**src/rtl/synth_pkg.sv**
```systemverilog
// synth_pkg: types and constants shared along the synth sample path.
//   SLOTS_PER_FRAME : I2S slots per frame (two 16-bit channels)
//   LOAD_SLOT       : slot whose starting BCLK falling edge loads a new frame
//   i2s_state_t     : serializer control states
//   sample_t        : two's-complement audio sample
//   slot_t          : slot counter type
//   next_slot()     : slot counter increment with wrap at end of frame
package synth_pkg;

  localparam int SLOTS_PER_FRAME = 32;
  localparam int LOAD_SLOT       = 1;

  typedef enum logic {
    IDLE = 1'b0,
    RUN  = 1'b1
  } i2s_state_t;

  typedef logic signed [15:0] sample_t;
  typedef logic [4:0]         slot_t;

  function automatic slot_t next_slot(input slot_t s);
    return (s == 5'(SLOTS_PER_FRAME - 1)) ? 5'd0 : s + 5'd1;
  endfunction

endpackage

```
**src/rtl/bclk_divider.sv**
```systemverilog
// bclk_divider: derives the I2S bit clock from the system clock.
//   clk   in  : system clock
//   reset in  : asynchronous, active-low reset
//   run   in  : count while high; counter and bclk held at 0 while low
//   clear in  : restart the BCLK period from div_cnt = 0
//   bclk  out : registered bit clock, low for the first half of each period
//   fall  out : one-clk strobe in the last cycle of a period; the register
//               update on that cycle's clock edge is the BCLK falling edge
module bclk_divider #(
  parameter int BCLK_DIV = 4
) (
  input  logic clk,
  input  logic reset,
  input  logic run,
  input  logic clear,
  output logic bclk,
  output logic fall
);

  localparam int CNT_W = (BCLK_DIV > 2) ? $clog2(BCLK_DIV) : 1;
  localparam logic [CNT_W-1:0] LAST = CNT_W'(BCLK_DIV - 1);
  localparam logic [CNT_W-1:0] HALF = CNT_W'(BCLK_DIV / 2);

  logic [CNT_W-1:0] div_cnt;
  logic [CNT_W-1:0] cnt_next;

  always_comb begin
    cnt_next = (div_cnt == LAST) ? '0 : div_cnt + CNT_W'(1);
  end

  assign fall = run && (div_cnt == LAST);

  // bclk is registered from the next count so it lines up with div_cnt
  always_ff @(posedge clk or negedge reset) begin
    if (!reset) begin
      div_cnt <= '0;
      bclk    <= 1'b0;
    end else if (clear || !run) begin
      div_cnt <= '0;
      bclk    <= 1'b0;
    end else begin
      div_cnt <= cnt_next;
      bclk    <= (cnt_next >= HALF);
    end
  end

endmodule

```
**src/rtl/i2s_tx.sv**
```systemverilog
// i2s_tx: mono sample to I2S serializer driving the external DAC.
//   clk          in  : system clock
//   reset        in  : asynchronous, active-low reset
//   enable       in  : run request; drop stops at the next frame boundary
//   sample       in  : two's-complement sample from the oscillator
//   sample_valid in  : sample is valid this cycle
//   sample_ready out : holding register empty (transfer on valid && ready)
//   bclk         out : I2S bit clock
//   lrclk        out : word select, 0 = left, 1 = right
//   sdata        out : serial data, MSB first, one-slot I2S delay
//   underrun     out : one-clk pulse when a frame loads with nothing buffered
//   busy         out : high while running
module i2s_tx
  import synth_pkg::*;
#(
  parameter int SAMPLE_W = 16,
  parameter int BCLK_DIV = 4
) (
  input  logic                clk,
  input  logic                reset,
  input  logic                enable,
  input  logic [SAMPLE_W-1:0] sample,
  input  logic                sample_valid,
  output logic                sample_ready,
  output logic                bclk,
  output logic                lrclk,
  output logic                sdata,
  output logic                underrun,
  output logic                busy
);

  localparam int FRAME_W = 2 * SAMPLE_W;

  i2s_state_t          state_q;
  i2s_state_t          state_d;
  logic [SAMPLE_W-1:0] hold;
  logic                hold_full;
  logic [FRAME_W-1:0]  shift_reg;
  slot_t               slot;
  slot_t               slot_nxt;
  logic                stop_pending;
  logic                run;
  logic                start;
  logic                fall;
  logic                xfer;
  logic                load_edge;
  logic                drain;
  logic                stop_exit;
  logic                lrclk_q;
  logic                sdata_q;
  logic                underrun_q;
  logic                busy_q;

  assign sample_ready = !hold_full;
  assign xfer         = sample_valid && !hold_full;
  assign run          = (state_q == RUN);
  assign start        = (state_q == IDLE) && (state_d == RUN);
  assign slot_nxt     = next_slot(slot);
  assign load_edge    = run && fall && (slot_nxt == 5'(LOAD_SLOT));
  assign drain        = load_edge && !stop_pending && hold_full;
  // A stopping frame plays out slot 0 and an empty slot 1, then leaves RUN
  assign stop_exit    = run && fall && stop_pending && (slot == 5'(LOAD_SLOT));

  bclk_divider #(
    .BCLK_DIV(BCLK_DIV)
  ) u_div (
    .clk  (clk),
    .reset(reset),
    .run  (run),
    .clear(start),
    .bclk (bclk),
    .fall (fall)
  );

  // A sample arriving in the same cycle counts as buffered, so RUN begins
  // one cycle after the transfer.
  always_comb begin
    state_d = state_q;
    case (state_q)
      IDLE:    if (enable && (hold_full || xfer)) state_d = RUN;
      RUN:     if (stop_exit) state_d = IDLE;
      default: state_d = IDLE;
    endcase
  end

  always_ff @(posedge clk or negedge reset) begin
    if (!reset) begin
      state_q <= IDLE;
      busy_q  <= 1'b0;
    end else begin
      state_q <= state_d;
      busy_q  <= (state_d == RUN);
    end
  end

  // Transfers and drains never coincide: a transfer needs the hold empty
  always_ff @(posedge clk or negedge reset) begin
    if (!reset) begin
      hold_full <= 1'b0;
    end else if (xfer) begin
      hold_full <= 1'b1;
    end else if (drain) begin
      hold_full <= 1'b0;
    end
  end

  always_ff @(posedge clk) begin
    if (xfer) hold <= sample;
  end

  always_ff @(posedge clk or negedge reset) begin
    if (!reset) begin
      slot         <= '0;
      shift_reg    <= '0;
      lrclk_q      <= 1'b0;
      sdata_q      <= 1'b0;
      underrun_q   <= 1'b0;
      stop_pending <= 1'b0;
    end else if (start) begin
      slot         <= '0;
      lrclk_q      <= 1'b0;
      sdata_q      <= shift_reg[FRAME_W-1];
      underrun_q   <= 1'b0;
      stop_pending <= 1'b0;
    end else if (!run) begin
      slot         <= '0;
      lrclk_q      <= 1'b0;
      sdata_q      <= 1'b0;
      underrun_q   <= 1'b0;
      stop_pending <= 1'b0;
    end else begin
      underrun_q <= 1'b0;
      if (fall) begin
        if (stop_exit) begin
          slot      <= '0;
          lrclk_q   <= 1'b0;
          sdata_q   <= 1'b0;
          shift_reg <= '0;
        end else begin
          slot    <= slot_nxt;
          lrclk_q <= (slot_nxt >= 5'(SAMPLE_W));
          if (slot_nxt == 5'd0) stop_pending <= !enable;
          if (load_edge) begin
            // The loaded MSB goes straight to sdata; the rest follows by shifting
            if (stop_pending) begin
              sdata_q   <= 1'b0;
              shift_reg <= '0;
            end else if (hold_full) begin
              sdata_q   <= hold[SAMPLE_W-1];
              shift_reg <= {hold[SAMPLE_W-2:0], hold, 1'b0};
            end else begin
              sdata_q    <= 1'b0;
              shift_reg  <= '0;
              underrun_q <= 1'b1;
            end
          end else begin
            sdata_q   <= shift_reg[FRAME_W-1];
            shift_reg <= {shift_reg[FRAME_W-2:0], 1'b0};
          end
        end
      end
    end
  end

  assign lrclk    = lrclk_q;
  assign sdata    = sdata_q;
  assign underrun = underrun_q;
  assign busy     = busy_q;

endmodule

```
**config.mk**
```make
export PLATFORM = sky130hd
export DESIGN_NAME = i2s_tx
export DESIGN_NICKNAME = d
export VERILOG_FILES = /design/src/rtl/synth_pkg.sv /design/src/rtl/bclk_divider.sv /design/src/rtl/i2s_tx.sv
export SDC_FILE = /design/constraint.sdc
export NUM_CORES = 1
export LEC_CHECK = 0
export CAP_MARGIN = 20
export CORE_MARGIN = 2
export CORE_UTILIZATION = 31
export DETAILED_ROUTE_END_ITERATION = 10
export RECOVER_POWER = 50
export SLEW_MARGIN = 0
export SYNTH_ARGS = -nofsm -noshare
export SYNTH_HDL_FRONTEND = slang
export SYNTH_SLANG_ARGS = --single-unit
```
**constraint.sdc**
```tcl
create_clock -name clk -period 2.7 [get_ports clk]
set_input_delay 0.405 -clock clk [delete_from_list [all_inputs] [get_ports clk]]
set_output_delay 0.405 -clock clk [all_outputs]
set_load 0.005 [all_outputs]
```
# ---- Word-level counts from Yosys, hierarchy flattened
# Cells that the tools add are included.
# W data, S select, Z words.
dict set report word_totals {
  reg_bits 62
  in_bits 20
  out_inout_bits 6
  word_cells 84
}
dict set report op_classes {
  add_sub_neg 2
  magnitude_cmp 2
  eq_ne 7
  muxes 40
  bitwise 2
  reduce_logical 20
}
# cell count
set ops {}
lappend ops {{$mux W32} 4}
lappend ops {{$mux W1} 28}
lappend ops {{$mux W5} 5}
lappend ops {{$eq A5 B1 Y1 const B} 2}
lappend ops {{$logic_and A1 B1 Y1} 10}
lappend ops {{$ne A3 B2 Y1 const B} 2}
lappend ops {{$reduce_and A3 Y1} 2}
lappend ops {{$add A5 B1 Y5 const B} 1}
lappend ops {{$eq A5 B5 Y1 const B} 1}
lappend ops {{$ge A5 B5 Y1 const B} 1}
lappend ops {{$logic_not A5 Y1} 1}
lappend ops {{$logic_not A1 Y1} 4}
lappend ops {{$mux W2} 2}
lappend ops {{$ne A3 B1 Y1 const B} 1}
lappend ops {{$add A2 B1 Y2 const B} 1}
lappend ops {{$eq A2 B2 Y1 const B} 1}
lappend ops {{$ge A2 B2 Y1 const B} 1}
lappend ops {{$logic_or A1 B1 Y1} 2}
lappend ops {{$not A1 Y1} 2}
lappend ops {{$pmux W1 S2} 1}
lappend ops {{$reduce_bool A2 Y1} 1}

# ---- Depth between registers and ports, before layout
# Gate-level depths: netlist of run 1.
dict set report logic_depth {
  depth_word 10
  depth_mapped 8
  mapped_depth_nobuf 7
}

# ---- Hierarchy
# From an unflattened synthesis of run 1, not the netlist that was laid out.
dict set report unflattened {
  cells_unflattened 190
  hier_area_um2 2607.5
}
# mod n_inst cells_each area_each_um2 seq_area_each_um2
set by_module_without_submodules {}
lappend by_module_without_submodules {i2s_tx 1 184 2514.9 1506.4}
lappend by_module_without_submodules {bclk_divider 1 6 92.6 50.0}

# ---- Least setup slack after synthesis of run 1
# OpenSTA, ideal clock, no wires.
dict set report synth_timing {
  kind {reg2reg}
  start {register slot[0]}
  end {register shift_reg[2]}
  setup_ns 0.126
  arrival_time_ns 2.124
  t_required_ns 2.574
  slack_ns 0.450
  path_stages_with_launch 9
  path_buffers 1
  synth_period_minus_slack_ns 2.250
  path_cell_list {dfrtp_1 -> ha_1 -> and3_1 -> ha_1 -> nor4_4 -> and3_2 -> nor2_2 -> buf_6 -> a221o_1}
}
dict set report synth_between {
  elab_chain_len 7
  word_cells_on_any_way 14
  classes_between {add/sub (1); eq/ne (3); mux (5); bitwise (1); reduce/logical (4)}
}
# item line_no
set synth_rtl {}
lappend synth_rtl {{from (decl)} i2s_tx.sv:39} ;# slot_t slot;
lappend synth_rtl {{from (signal assigned)} i2s_tx.sv:140} ;# slot <= slot_nxt;
lappend synth_rtl {{branches (longest 7 deep; another with $add A5 B1 Y5)} --}
lappend synth_rtl {{to (signal assigned)} i2s_tx.sv:150} ;# shift_reg <= {hold[SAMPLE_W-2:0], hold, 1'b0};
lappend synth_rtl {{to (signal assigned)} i2s_tx.sv:158} ;# shift_reg <= {shift_reg[FRAME_W-2:0], 1'b0};
lappend synth_rtl {{to (decl)} i2s_tx.sv:38} ;# logic [FRAME_W-1:0] shift_reg;
# Several ways; the timed one is not identified.
# A chain may end at the register's enable or synchronous reset.

# ---- Worst setup path in the final report of run 1
dict set report layout_timing {
  start {register slot[1]}
  end {register shift_reg[5]}
}
# Same word-level chain as after synthesis.

==> flow_summary.toml, run 1 <==
[critical_path]
crit_path_end_kind = "flip-flop"
start_kind = "flip-flop"
critical_path.max_fanout = 22
reg2reg_from = "slot[1]$_DFFE_PN0P_"
cp.required_ns = 2.91
crit_arrival_ns = 2.53
critical_path_class = "flip-flop to flip-flop"
worstRegToRegCells = 8
reg2reg_slack_ns = 0.38
r2r_end = "shift_reg[5]$_DFFE_PN0P_"

[clock_network]
cts_tree = "done"
cts.sinks = 59
clk_pin_slew_ns = 0.07
clkLatencyLatePin_ns = 0.33
cts_root_buffer = "clkbuf_8"
ctsLongestPathBuffers = 2
h-tree-depth = 3
numCtsBuffers = 9

[synth]
syn_inst = 189
synth_top_area_cell = "dfrtp_1"
ys_ff_latch = 59
post_synth.cell_area_avg_um2 = 13.29
ys_types = 37
synthTopCellsByArea = "dfrtp_1 (43%), edfxtp_1 (19%), a221o_1 (12%)"
synthesis.nets = 213
mappedNetlistArea_mm2 = 0.002511
synth_seq_area_share_pct = 61.98
yosys.area.top_type_share_pct = 42.85
yosysWarnings = 0

[die]
fp-row-count = 32
die-area_mm2 = 0.008836
die_y_um = 94
initial_core_util_pct = 32.16
coreArea_mm2 = 0.007807
die_w_um = 94
ioPinCount = 26

[power_and_ir_drop]
power_per_cell_area_mw_per_mm2 = 594.0
p_leak_nw = 1.363
irDropWorstVdd_mv = 0.3200

[route]
drtPass1Iterations = 4
drc = 0
drt_iter0_drc = 85
dr.max_layer_used = "met4"
wl_met2_um = 2248
ant_nets = 0
routed_wl_um = 4711
wl_met1_um = 2189
vias = 1651
via_per_inst = 4.928
wl_per_cell_um = 14.06
routed-wl-met3_um = 243

[final_layout]
final_cell_mix = "dfrtp_1 (43), a221o_1 (30), inv_1 (17), dlygate4sd3_1 (17), edfxtp_1 (16)"
syn2layout_area_growth_pct = 24.81
largest_reg_flops = 31
nets = 252
multiInputGateArea_um2 = 822.0
antenna_cells = 0
fin_util_pct = 40.14
drive_above_1_share_pct = 17.17
regArea_mm2 = 0.001556
final_common_cell = "dfrtp_1"
fill_cells = 741

[place]
dp_hpwl_um = 3017
port_buffers = 25
gp_congestion = 0.7872

[min_path]
whs_path_depth = 1
min_to = "u_div.div_cnt[0]$_DFF_PN0_"
min_from = "u_div.div_cnt[0]$_DFF_PN0_"
hold_class = "flip-flop to flip-flop"

[sta]
fmax_mhz = 430.2
maxSlewViolCount = 0
holdWs_ns = 0.4477
rsz0062_at_grt = "false"
clock_skew_ns = 0.009045
hold_viol = 0
fin_crit_ns = 2.324
tns_ns = 0
slew_headroom_pct = 36.96
setup_viol_count_final = 0
fin_crit_sh_pct = 86.08
tightest_slew_ns = 0.9455

[global_routing]
grt_max_degree = 44
grt_use_total_pct = 12.34
grt_overflow = 0
grt_pass1_wl_um = 8162
antenna_found_initial = 0
grt_pass1_vias = 1579

[status]
status = "completed"

[flow_run]
max_cap_viol_count = 0
## timing repair
| action | in CTS | in global routing |
|---|---|---|
| endpoints found under the hold margin | 0 | 10 |
| hold buffers | 0 | 1 |
| resized for setup | 0 | 0 |
| buffers inserted | 0 | 0 |
| endpoints found under the setup margin | 0 | 0 |
## Yosys cell counts
cell type	instances
a211o_1	1
a21o_1	2
a21oi_1	6
a221o_1	30
a31oi_1	2
a32oi_1	1
and2_1	2
and3_1	2
and3_2	1
and3b_1	2
buf_2	1
buf_4	1
buf_6	3
clkbuf_1	4
clkinv_1	2
dfrtp_1	43
edfxtp_1	16
ha_1	4
inv_1	17
mux2_2	1
nand2_1	3
nand2b_1	3
nand3b_1	2
nand4_1	1
nand4_2	1
nor2_1	6
nor2_2	1
nor2b_1	4
nor3_1	8
nor3_2	9
nor3b_1	1
nor4_4	1
nor4b_2	1
o21ai_0	4
o22ai_1	1
xnor2_1	1
xor2_1	1
## metrics by stage
stage	setup slack (ns)	cells	area, um^2	total power [mW]
global placement	0.06539	316	2890	0.9990
finish	0.3758	335	3134	1.862
floorplan	0.4497	189	2511	0.9567
detailed placement	0.03080	316	2890	0.9995
global route	0.2395	335	3134	1.955
CTS	0.004560	332	3109	1.894
## worst max-delay path by stage
| stage | cells after the start | slack [ns] | end | startpoint |
|---|---|---|---|---|
| after floorplan | 8 | 0.45 | shift_reg[2]$_DFFE_PN0P_ | slot[0]$_DFFE_PN0P_ |
| after global placement | 7 | 0.07 | shift_reg[21]$_DFFE_PN0P_ | slot[0]$_DFFE_PN0P_ |
| after detailed placement | 7 | 0.03 | shift_reg[3]$_DFFE_PN0P_ | slot[1]$_DFFE_PN0P_ |
| after CTS | 7 | 0.005 | shift_reg[18]$_DFFE_PN0P_ | slot[1]$_DFFE_PN0P_ |
| after global routing | 8 | 0.24 | shift_reg[10]$_DFFE_PN0P_ | slot[1]$_DFFE_PN0P_ |
| final | 8 | 0.38 | shift_reg[5]$_DFFE_PN0P_ | slot[1]$_DFFE_PN0P_ |
## area by class of cell
type                       count  share of cell area [%]
sequential                    59                   49.66
multi-input combinational    102                   26.23
timing repair buffer          37                   10.78
clock buffer                  11                   4.511
tap                          102                   4.072
clock inverter                 5                   2.475
inverter                      19                   2.275
## cell families after synthesis
| kind of cell | count (synthesis) | share of synthesized area [%] |
|---|---|---|
| multiplexers | 1 | 0.4484 |
| AO/OA/AOI/OAI | 47 | 15.99 |
| buffers and inverters | 28 | 5.281 |
| XOR/XNOR | 2 | 0.6977 |
| AND/OR/NAND/NOR | 48 | 13.60 |
| adder cells (fa/ha/maj) | 4 | 1.993 |
| flip-flops | 59 | 61.98 |
## report_power, final
part	total [mW]	internal [mW]	switching, mW
registers	0.932	0.926	0.00569
logic	0.0464	0.0279	0.0185
clock network	0.884	0.542	0.342
total	1.86	1.50	0.366
## worst max-delay path: stages, from the launching register on
cell and delay [ns]:
dfrtp_1 0.41, ha_1 0.20, and3_1 0.19, ha_1 0.33, nor4_4 0.25, and3_2 0.25, nor2_2 0.10, buf_8 0.18
a221o_1 0.30
## per-layer routing
metal  global-route usage (%)  up-vias
met5                        0        -
met4                    5.072        0
met3                    4.655        2
met2                    17.80       34
met1                    16.68      820
li1                         -      795
Power figures use the tool's default switching activity.
==> inputs of run 2 (changes only) <==
--- a/config.mk
+++ b/config.mk
@@ -5,11 +5,13 @@
 export SDC_FILE = /design/constraint.sdc
 export NUM_CORES = 1
 export LEC_CHECK = 0
+export ABC_AREA = 1
 export CAP_MARGIN = 20
 export CORE_MARGIN = 2
 export CORE_UTILIZATION = 31
 export DETAILED_ROUTE_END_ITERATION = 10
 export RECOVER_POWER = 50
+export SETUP_SLACK_MARGIN = 0.5
 export SLEW_MARGIN = 0
 export SYNTH_ARGS = -nofsm -noshare
 export SYNTH_HDL_FRONTEND = slang
==> run 2 against run 1 <==
Sequential share of layout area shrank 6.0 points. Non-clock buffer count shrank 4. Combinational power grew to 37 times the previous value. First-iteration DRC count grew 32%. Global-route usage grew 1.4 points. Count of clock-buffer cells in the layout shrank 1. Power grew 120%. Cell count grew 41%. Routed wire length grew 34%. Critical path type unchanged.
==> flow_summary.toml, run 2 <==
[clock_network]
ctsLongestPathBuffers = 2
clkLatencyLatePin_ns = 0.35
cts_tree = "done"
holdBufCountCts = 0
clk_pin_slew_ns = 0.07
numCtsBuffers = 9
h-tree-depth = 3
cts_root_buffer = "clkbuf_8"
cts.sinks = 59

[route]
drt_iter0_drc = 112
vias = 2238
ant_nets = 0
via_per_inst = 4.752
drc = 0
drtPass1Iterations = 4
wl_per_cell_um = 13.37
routed_wl_um = 6299

[die]
ioPinCount = 26
coreArea_mm2 = 0.008806
die_y_um = 99.72
fp-row-count = 34
initial_core_util_pct = 32.25
die-area_mm2 = 0.009944
die_w_um = 99.72

[global_routing]
use_met1_pct = 18.54
grt_pass1_wl_um = 10660
use_met2_pct = 21.15
antenna_found_initial = 0
top_usage_layer = "met2"
use_met3_pct = 2.952
grt_overflow = 0
grt_max_degree = 44
grt_use_total_pct = 13.78
grt_pass1_vias = 2162

[status]
status = "completed"

[synth]
mappedNetlistArea_mm2 = 0.002840
ys_types = 28
synthTopCellsByCount = "nand2_1 (71), inv_1 (58), dfrtp_1 (43)"
yosysWarnings = 0
yosys.area.top_type_share_pct = 37.89
synthesis.nets = 343
synth_top_area_cell = "dfrtp_1"
post_synth.cell_area_avg_um2 = 8.904
async_reset_ff_share_pct = 72.88
synth_edf_count = 16
yosysMostFrequentCell = "nand2_1"
synth_seq_area_share_pct = 54.80
synthTopCellsByArea = "dfrtp_1 (38%), edfxtp_1 (17%), nand2_1 (9.4%)"
syn_inst = 319
synthFlopType = "dfrtp_1"
ys_ff_latch = 59

[final_layout]
syn2layout_area_growth_pct = 25.55
antenna_cells = 0
nets = 382
final_common_cell = "nand2_1"
fill_cells = 852
multiInputGateArea_mm2 = 0.001077
final_cell_mix = "nand2_1 (71), inv_1 (57), dfrtp_1 (42)"
largest_reg_flops = 31
drive_above_1_share_pct = 15.70
regArea_mm2 = 0.001558

[min_path]
hold_class = "input pin to asynchronous set/reset pin"

[sta]
hold_viol = 0
fmax_mhz = 473.6
maxSlewViolCount = 0
rsz0062_at_grt = "false"
holdWs_ns = 0.2335
tightest_slew_ns = 1.078
tns_ns = 0
fin_crit_ns = 2.111
setup_viol_count_final = 0
fin_crit_sh_pct = 78.20
slew_headroom_pct = 28.12
clock_skew_ns = 0.009424

[power_and_ir_drop]
power.total_mw = 4.080
p_leak_nw = 1.651
power_per_cell_area_mw_per_mm2 = 1144
irDropWorstVdd_mv = 0.4184

[critical_path]
cp.required_ns = 2.92
crit_arrival_ns = 2.34
critical_path.max_fanout = 7
crit_path_end_kind = "flip-flop"
start_kind = "flip-flop"
critical_path_class = "flip-flop to flip-flop"

[place]
port_buffers = 25
gp_congestion = 0.7805
dp_hpwl_um = 3722

[flow_run]
max_cap_viol_count = 0
[run 2: per-stage QoR]
stage	util, %	cells	setup slack (ns)	cell area, um^2
6_report	40.49	471	0.5887	3566
5_1_grt	40.49	471	0.4774	3566
4_1_cts	39.23	463	0.5115	3455
3_5_place_dp	35.61	442	0.2622	3136
3_3_place_gp	35.61	442	0.3286	3136
2_1_floorplan	-	319	0.7005	2840
[run 2: kinds of logic after synthesis]
logic type,synth area share [%]
buffers and inverters,11.59
adder cells (fa/ha/maj),1.762
flip-flops,54.80
AND/OR/NAND/NOR,23.08
AO/OA/AOI/OAI,8.767
[run 2: final timing paths]
path	from	end	slack (ns)	depth (start not counted)
min in group clk	u_div.div_cnt[0]$_DFF_PN0_	u_div.div_cnt[0]$_DFF_PN0_	0.43	1
hold reg to reg	u_div.div_cnt[0]$_DFF_PN0_	u_div.div_cnt[0]$_DFF_PN0_	0.43	1
setup / recovery	slot[0]$_DFFE_PN0P_	shift_reg[12]$_DFFE_PN0P_	0.59	11
hold / removal	reset	shift_reg[11]$_DFFE_PN0P_	0.23	1
max in group asynchronous	reset	slot[0]$_DFFE_PN0P_	1.76	2
setup reg to reg	slot[0]$_DFFE_PN0P_	shift_reg[12]$_DFFE_PN0P_	0.59	11
[run 2: per-layer routing]
metal / routed length, um / vias to the layer above
met5: 0 / -
met4: 136 / 0
met3: 274 / 10
met2: 2962 / 58
met1: 2925 / 1070
li1: - / 1100
[run 2: power by group]
group / switching, mW / internal, mW
sequential: 0.195 / 1.23
combinational: 1.11 / 0.624
clock: 0.376 / 0.544
[run 2: cell type report]
cell class | count | share of cell area (%)
Clock buffer | 10 | 3.860
Inverter | 61 | 6.632
Tap cell | 108 | 3.789
Multi-Input combinational cell | 194 | 30.21
Timing Repair Buffer | 33 | 9.333
Sequential cell | 59 | 43.68
Clock inverter | 6 | 2.491
[run 2: worst max-delay path: stages, from the launching register on]
cell and delay, ns:
dfrtp_2 0.45, ha_2 0.23, nand2_1 0.07, nor2_1 0.04, ha_1 0.23, a21oi_1 0.26, o21ai_4 0.15, buf_4 0.18
nand3_2 0.16, nand2_1 0.07, nand3_1 0.08, o21ai_0 0.08
[run 2: what timing repair did]
action / in CTS / in global routing
hold endpoints to repair: 0 / 0
resized for setup: 8 / 6
setup endpoints to repair: 34 / 35
cloned: 4 / 2
setup buffers: 1 / 5
pin swaps: 1 / 2
==> inputs of run 3 (changes only) <==
==> constraint.sdc (replaced) <==
create_clock -name clk -period 1.8 [get_ports clk]
set_input_delay 0.27 -clock clk [delete_from_list [all_inputs] [get_ports clk]]
set_output_delay 0.27 -clock clk [all_outputs]
set_load 0.005 [all_outputs]
==> run 3 against run 2 <==
The flow now finishes with violations (setup timing). Power up 60%. Critical path type unchanged. Largest cell class unchanged. Critical path depth increased by 1. Global-route usage grew 0.29 points. Register-to-register slack lost 0.79 ns.
==> flow_summary.toml, run 3 (synthesized netlist as in run 2, its figures left out) <==
[critical_path]
start_kind = "flip-flop"
r2r_end = "sdata$_DFFE_PN0P_"
path_cells = "ha_2 > nand2_1 > nor2_1 > ha_1 > nor2_2 > nand2_4 > nor2_8 > buf_4 > buf_8 > nand4_1 > nand3_2 > a21oi_2"
worstRegToRegCells = 12
critPathMaxStageDelay_ns = 0.38
cp.required_ns = 2.04
reg2reg_from = "slot[0]$_DFFE_PN0P_"
cp_top_family = "simple AND/OR/NAND/NOR gates"
reg2reg_slack_ns = -0.20
crit_arrival_ns = 2.24
crit_path_end_kind = "flip-flop"
critical_path.max_fanout = 5
critical_path_class = "flip-flop to flip-flop"
slowest_stage = "dfrtp_1"
crit_buf_inv = 2

[min_path]
min_to = "u_div.div_cnt[0]$_DFF_PN0_"
whs_path_depth = 1
hold_class = "flip-flop to flip-flop"
min_from = "u_div.div_cnt[0]$_DFF_PN0_"

[flow_run]
max_cap_viol_count = 0

[sta]
setup_viol_count_final = 35
fin_crit_sh_pct = 111.1
clock_skew_ns = 0.008541
fmax_mhz = 500.1
maxSlewViolCount = 0
setup_slack_ns = -0.1997
hold_viol = 0
tns_ns = -4.610
rsz0062_at_grt = "true"
tightest_slew_ns = 1.100
slew_headroom_pct = 26.64
fin_crit_ns = 2.000

[route]
ant_nets = 0
drc = 0
wl_per_cell_um = 12.80
drt_iter0_drc = 130
via_per_inst = 4.543
vias = 2235
routed_wl_um = 6296
drtPass1Iterations = 4

[die]
die_y_um = 99.72
initial_core_util_pct = 32.25
die_w_um = 99.72
fp-row-count = 34
ioPinCount = 26
coreArea_mm2 = 0.008806
die-area_mm2 = 0.009944

[clock_network]
h-tree-depth = 3
cts_root_buffer = "clkbuf_8"
ctsLongestPathBuffers = 2
clk_pin_slew_ns = 0.07
numCtsBuffers = 9
cts_tree = "done"
cts.sinks = 59
clkLatencyLatePin_ns = 0.34

[status]
failed_checks = "setup timing"
status = "finished, violations left"

[power_and_ir_drop]
p_int_mw = 3.791
irDropWorstVdd_mv = 0.6461
power.total_mw = 6.519
pwr-share-seq_pct = 31.5
switching_share_pct = 41.85
power_per_cell_area_mw_per_mm2 = 1694
switching_power_mw = 2.728
power_frac_comb_pct = 50.3
p_leak_nw = 1.803
clkPwrFrac_pct = 18.2

[global_routing]
grt_pass1_wl_um = 11020
grt_max_degree = 26
grt_pass1_vias = 2290
antenna_found_initial = 0
grt_use_total_pct = 14.07
grt_overflow = 0

[final_layout]
postLayoutCellArea_mm2 = 0.003847
syn2layout_area_growth_pct = 35.46
antenna_cells = 0
fin_util_pct = 43.69
final_cell_mix = "nand2_1 (68), inv_1 (55), dfrtp_1 (42)"
drive_above_1_share_pct = 28.13
nets = 403
largest_reg_flops = 31
final_common_cell = "nand2_1"

[place]
gp_congestion = 0.8425
port_buffers = 25
dp_hpwl_um = 4080
postPlaceCellArea_mm2 = 0.003326
dp_slack_ns = -0.1580
[run 3: how the worst max path moves through the flow]
| stage | from | to | cells after the start |
|---|---|---|---|
| 4_1_cts | slot[0]$_DFFE_PN0P_ | sdata$_DFFE_PN0P_ | 12 |
| 6_report | slot[0]$_DFFE_PN0P_ | sdata$_DFFE_PN0P_ | 12 |
| 3_3_place_gp | slot[0]$_DFFE_PN0P_ | sdata$_DFFE_PN0P_ | 11 |
| 2_1_floorplan | slot[0]$_DFFE_PN0P_ | shift_reg[18]$_DFFE_PN0P_ | 11 |
| 5_1_grt | slot[0]$_DFFE_PN0P_ | shift_reg[19]$_DFFE_PN0P_ | 11 |
| 3_5_place_dp | slot[0]$_DFFE_PN0P_ | shift_reg[1]$_DFFE_PN0P_ | 12 |
[run 3: power by group through the flow]
stage	combinational, mW	sequential (mW)	clock (mW)
finish	3.28	2.05	1.19
global route	3.68	2.10	1.30
CTS	2.99	2.05	1.22
detailed placement	2.63	2.09	0
global placement	2.58	2.09	0
floorplan	1.96	2.03	0
[run 3: routing by layer]
metal  up-vias  part of all wire, %  GRT usage, %
met3         6                  4.7         4.006
met4         0                  1.4         5.585
li1       1129                    -             -
met5         -                    0             0
met2        49                   46         20.48
met1      1051                   48         19.78
[run 3: repair_timing]
item,4_1_cts,5_1_grt
endpoints found under the setup margin,62,43
resized for setup,37,31
endpoints found under the hold margin,18,0
cloned,2,0
pin swaps,8,6
buffers inserted,10,3
hold buffers,1,0
[run 3: final cells by class]
class                   instances  area [um^2]
repair buffers                 59        546.8
clock inverters                 7        68.82
clock buffers                   9        123.9
multi-input cells             188         1150
inverters                      61        249.0
flip-flops and latches         59         1558
fillers                       829         4959
repair inverters                1        16.27
well taps                     108        135.1
[run 3: through the flow]
step                hold WS, ns  cells
floorplan              -0.02559    319
global placement         0.2377    460
detailed placement       0.2488    460
CTS                      0.4087    489
global route             0.5139    492
finish                   0.4870    492
==> RTL change 1: new RTL, config.mk and constraints of run 2 <==
Make the reset (`reset`) synchronous in 4 clocked blocks. Comments in the files are not updated.
--- a/src/rtl/bclk_divider.sv
+++ b/src/rtl/bclk_divider.sv
@@ -33,3 +33,3 @@
   // bclk is registered from the next count so it lines up with div_cnt
-  always_ff @(posedge clk or negedge reset) begin
+  always_ff @(posedge clk) begin
     if (!reset) begin
--- a/src/rtl/i2s_tx.sv
+++ b/src/rtl/i2s_tx.sv
@@ -85,3 +85,3 @@
 
-  always_ff @(posedge clk or negedge reset) begin
+  always_ff @(posedge clk) begin
     if (!reset) begin
@@ -96,3 +96,3 @@
   // Transfers and drains never coincide: a transfer needs the hold empty
-  always_ff @(posedge clk or negedge reset) begin
+  always_ff @(posedge clk) begin
     if (!reset) begin
@@ -110,3 +110,3 @@
 
-  always_ff @(posedge clk or negedge reset) begin
+  always_ff @(posedge clk) begin
     if (!reset) begin
Function: differs if reset is asserted again (counterexample within 4 cycles, from zero or initial values and one cycle with reset low); with reset held inactive, the same outputs for 10 cycles.
==> RTL change 1 against run 2 <==
  * Worst setup slack improved by 0.0072 ns
  * Sequential cell count is the same
  * Critical path depth decreased by 3
  * Wire length down 6.4%
  * Area after synthesis shrank 5.6%
  * Design area decreased by 5.8%
  * Die area shrank 5.4%
  * Sequential share of layout area fell by 3.6 points
  * Highest routed layer unchanged
Power is not compared: it rests on default switching activity, and its combinational part moved more than twofold at a synthesized area within 25%.
==> RTL change 1: results (changes against run 2) <==
Drt:
- The total met2 wirelength after detailed routing is 2.73 mm (was 2.96 mm).
- The DRC violation total after the first TritonRoute iteration was 167 (was 112).
- The detailed-routing wirelength on met1 is 2.83 mm (was 2.93 mm).
- The total length of routed wires is 5.89 mm (was 6.30 mm).

Finish:
- The clock buffer count in the final layout was 14 (was 10).
- The total number of multi-input combinational cells was 222 (was 194).
- The clock network area share came to 5.14% (was 6.35%).
- The area share of buffers outside the clock network came to 10.9% (was 9.33%).
- The area taken by multi-input logic gates is 1160 um2 (was 1080 um2).
- The multi-input combinational area share is 34.4% (was 30.2%).
- The count of inverters not on the clock network in the layout is 49 (was 61).
- The proportion of layout cells with a drive suffix above 1 was 11.5% (was 15.7%).
- The fill cell instance count of the final layout came to 812 (was 852).
- The count of plain and timing-repair buffers in the layout came to 37 (was 33).
- The number of nets in the final layout is 402 (was 382).

Global routing:
- The met1 usage in global routing was 16.8% (was 18.5%).
- The met2 track demand over resource in global routing is 18.6% (was 21.2%).
- The met3 track demand over resource is 1.88% (was 2.95%).
- The combined global-route utilization of all metal layers is 12.3% (was 13.8%).
- The largest net degree at the start of global routing is 36 (was 44).

Synth:
- Commonest cells in the synthesized netlist: 94 x sky130_fd_sc_hd__nand2_1, 49 x sky130_fd_sc_hd__inv_1, 43 x sky130_fd_sc_hd__dfxtp_1 (was 71 x sky130_fd_sc_hd__nand2_1, 58 x sky130_fd_sc_hd__inv_1, 43 x sky130_fd_sc_hd__dfrtp_1).
- The count of unique library cells instantiated by Yosys came to 26 (was 28).
- The number of standard cells after synthesis is 342 (was 319).
- Ranking of synthesized cells by area: sky130_fd_sc_hd__dfxtp_1 32%, sky130_fd_sc_hd__edfxtp_1 18%, sky130_fd_sc_hd__nand2_1 13% (was sky130_fd_sc_hd__dfrtp_1 38%, sky130_fd_sc_hd__edfxtp_1 17%, sky130_fd_sc_hd__nand2_1 9.4%).
- The sequential fraction of the synthesis area is 50.0% (was 54.8%).
- The share of async-settable or async-resettable flops after synthesis is 0% (was 72.9%).
- The flip-flop cell with the highest count after synthesis is sky130_fd_sc_hd__dfxtp_1 (was sky130_fd_sc_hd__dfrtp_1).
- The compound-cell area share of the yosys netlist is 8.68% (was 8.77%).
- The adder-cell share of the synthesized area is 1.87% (was 1.76%).

Critical path:
- The highest-delay cell along the critical path is sky130_fd_sc_hd__clkbuf_2 (was sky130_fd_sc_hd__dfrtp_2).
- The critical path data arrival time is 2.37 ns (was 2.34 ns).
- The maximum fanout count along the critical path is 35 (was 7).
- The depth of the worst register-to-register path is 8 (was 11).

Timing:
- The worst-case headroom to the max-slew limit is 44.1% (was 28.1%).
- The worst clock skew is 0.00552 ns (was 0.00942 ns).

Placed design:
- The cell count after placement is 462 (was 442).
- The post-placement setup slack is 0.405 ns (was 0.262 ns).
- The placed standard-cell area is 3010 um2 (was 3140 um2).
- The half-perimeter wire length of the detailed placement result is 3.61 mm (was 3.72 mm).

Hold path:
- The type of the most critical hold path is reg2reg (was in2async).

Outcome:
- Run status: completed (unchanged).

Clock tree:
- The clock latency of the later-clocked register in the worst-skew pair is 0.33 ns (was 0.35 ns).
[RTL change 1: changes by cell type in the layout (fill, tap and decap cells not counted), moves of 4 or more]
cell / run 2 / this run
sky130_fd_sc_hd__clkdlybuf4s50_1: 7 / 3
sky130_fd_sc_hd__dfrtp_1: 42 / 0
sky130_fd_sc_hd__dlygate4sd3_1: 17 / 22
sky130_fd_sc_hd__o21ai_2: 6 / 1
sky130_fd_sc_hd__o21ai_0: 12 / 3
sky130_fd_sc_hd__nand2_1: 71 / 92
sky130_fd_sc_hd__nand4_1: 4 / 18
sky130_fd_sc_hd__dfxtp_1: 0 / 41
sky130_fd_sc_hd__a21oi_1: 2 / 35
sky130_fd_sc_hd__o21ai_1: 20 / 0
sky130_fd_sc_hd__inv_1: 57 / 49
[RTL change 1: worst paths after layout]
check,end,slack (ns)
max,sdata,0.60
min,u_div.div_cnt[0],0.44
min reg2reg,u_div.div_cnt[0],0.44
max reg2reg,sdata,0.60
==> RTL change 2: new RTL, config.mk and constraints of run 2 <==
Without the edit above. `SAMPLE_W`: 16 -> 14.
--- a/src/rtl/i2s_tx.sv
+++ b/src/rtl/i2s_tx.sv
@@ -15,3 +15,3 @@
 #(
-  parameter int SAMPLE_W = 16,
+  parameter int SAMPLE_W = 14,
   parameter int BCLK_DIV = 4
Interface: changed (resized sample); port bits go from 26 to 24. The function was not compared with the original's and may differ.
==> RTL change 2 against run 2 <==
  * Design area decreased by 15%
  * Total power decreased by 25%
  * Sequential cell count decreased by 5
  * Via count decreased by 14%
  * Wire length decreased by 19%
  * Utilization decreased by 1.7 points
  * Combinational power decreased by 24%
  * Clock power decreased by 41%
  * Area after synthesis decreased by 12%
  * Sequential share of layout area increased by 3.5 points
  * Worst setup slack improved by 0.059 ns
  * Largest power group unchanged
==> RTL change 2: results (changes against run 2) <==
Synth:
- Commonest cells in the synthesized netlist: 61 x sky130_fd_sc_hd__nand2_1, 40 x sky130_fd_sc_hd__dfrtp_1, 39 x sky130_fd_sc_hd__inv_1 (was 71 x sky130_fd_sc_hd__nand2_1, 58 x sky130_fd_sc_hd__inv_1, 43 x sky130_fd_sc_hd__dfrtp_1).
- The post-synthesis net count is 303 (was 343).
- The number of standard cells after synthesis came to 281 (was 319).
- The count of unique library cells instantiated by Yosys is 24 (was 28).
- The share of async-settable or async-resettable flops after synthesis is 74.1% (was 72.9%).
- The sequential fraction of the synthesis area was 56.7% (was 54.8%).

Timing:
- The worst clock skew is 0.00730 ns (was 0.00942 ns).
- The final setup slack of the worst path was 0.647 ns (was 0.589 ns).
- The worst-case headroom to the max-slew limit was 39.4% (was 28.1%).

Finish:
- The fill cell instance count of the final layout is 796 (was 852).
- The proportion of layout cells with a drive suffix above 1 is 10.4% (was 15.7%).
- The number of nets in the final layout is 328 (was 382).

Placed design:
- The post-placement setup slack is 0.498 ns (was 0.262 ns).
- The cell count after placement is 398 (was 442).
- The routability congestion estimate from global placement is 0.827 (was 0.781).
- The count of input and output buffers is 23 (was 25).
- The half-perimeter wire length of the detailed placement result is 3.33 mm (was 3.72 mm).
- The placed standard-cell area was 2830 um2 (was 3140 um2).

Drt:
- The total number of vias came to 1,914 (was 2,238).
- The mean routed wirelength per cell is 12.4 um (was 13.4 um).
- The via count normalized by instance count is 4.68 (was 4.75).

Global routing:
- The largest net degree at the start of global routing is 41 (was 44).
- The global-route wire length before repair came to 8.76 mm (was 10.7 mm).
- The combined global-route utilization of all metal layers is 12.4% (was 13.8%).

Clock tree:
- The number of H-tree branching levels was 2 (was 3).
- The clock latency of the later-clocked register in the worst-skew pair is 0.31 ns (was 0.35 ns).
- The post-CTS clock slew at the launch and capture registers of the worst setup and hold paths is 0.09 ns (was 0.07 ns).

Outcome:
- Run status: completed (unchanged).

Power and ir drop:
- The worst supply voltage drop on vdd is 0.000502 V (was 0.000418 V).

Critical path:
- The critical path data arrival time is 2.29 ns (was 2.34 ns).
RTL change 2: critical path, cell delays in order (launching register included):
cell and delay [ns]:
sky130_fd_sc_hd__dfrtp_2 0.47, sky130_fd_sc_hd__ha_4 0.19, sky130_fd_sc_hd__nand2_1 0.07, sky130_fd_sc_hd__nor2_1 0.05, sky130_fd_sc_hd__ha_1 0.22, sky130_fd_sc_hd__nor2_2 0.13
sky130_fd_sc_hd__nand2_2 0.09, sky130_fd_sc_hd__nor2_4 0.17, sky130_fd_sc_hd__nand3_4 0.13, sky130_fd_sc_hd__buf_12 0.18, sky130_fd_sc_hd__nor2_1 0.11, sky130_fd_sc_hd__nand3_1 0.10
sky130_fd_sc_hd__o21ai_1 0.09
RTL change 2: repair_timing:
item / 4_1_cts / 5_1_grt
buffers inserted: 0 / 2
gates resized for setup: 1 / 8
pin swaps: 0 / 2
endpoints found under the setup margin: 2 / 30
gates cloned: 0 / 1
RTL change 2: power by group through the flow:
stage               combinational [mW]  clock, mW  sequential, mW
CTS                               1.24      0.556            1.20
floorplan                        0.946          0            1.18
global route                      1.49      0.590            1.24
finish                            1.31      0.542            1.21
global placement                  1.23          0            1.21
detailed placement                1.23          0            1.22
RTL change 2: area by class of cell:
class	count	share of cell area [%]
sequential	54	47.2
tap	102	4.23
multi-input combinational	173	29.2
clock inverter	2	1.24
inverter	41	5.27
timing repair buffer	31	10.5
clock buffer	6	2.41
RTL change 2: cells by family (layout without fill, tap and decap cells):
| family | Yosys count | count (layout) | synth area share, % |
|---|---|---|---|
| compound gates | 34 | 34 | 7.09 |
| fa+ha+maj | 4 | 4 | 2.00 |
| buf+inv | 54 | 80 | 9.24 |
| flops | 54 | 54 | 56.7 |
| simple gates | 135 | 135 | 25.0 |
RTL change 2: layer usage:
metal	up-vias	track usage, %	wire length (um)	part of all wire [%]
li1	963	-	-	-
met3	5	2.25	213	4.2
met2	55	19.8	2360	46
met4	0	3.02	51	1.0
met5	-	0	0	0
met1	891	17.6	2460	48
RTL change 2: worst paths after layout:
check,end,start,cells after the start
worst max-delay path,shift_reg[1],slot[0],12
worst min-delay path,lrclk,reset,1
worst max register to register,shift_reg[1],slot[0],12
worst min register to register,u_div.div_cnt[0],u_div.div_cnt[0],1
max in group asynchronous,slot[0],reset,1
min in group clk,u_div.div_cnt[0],u_div.div_cnt[0],1
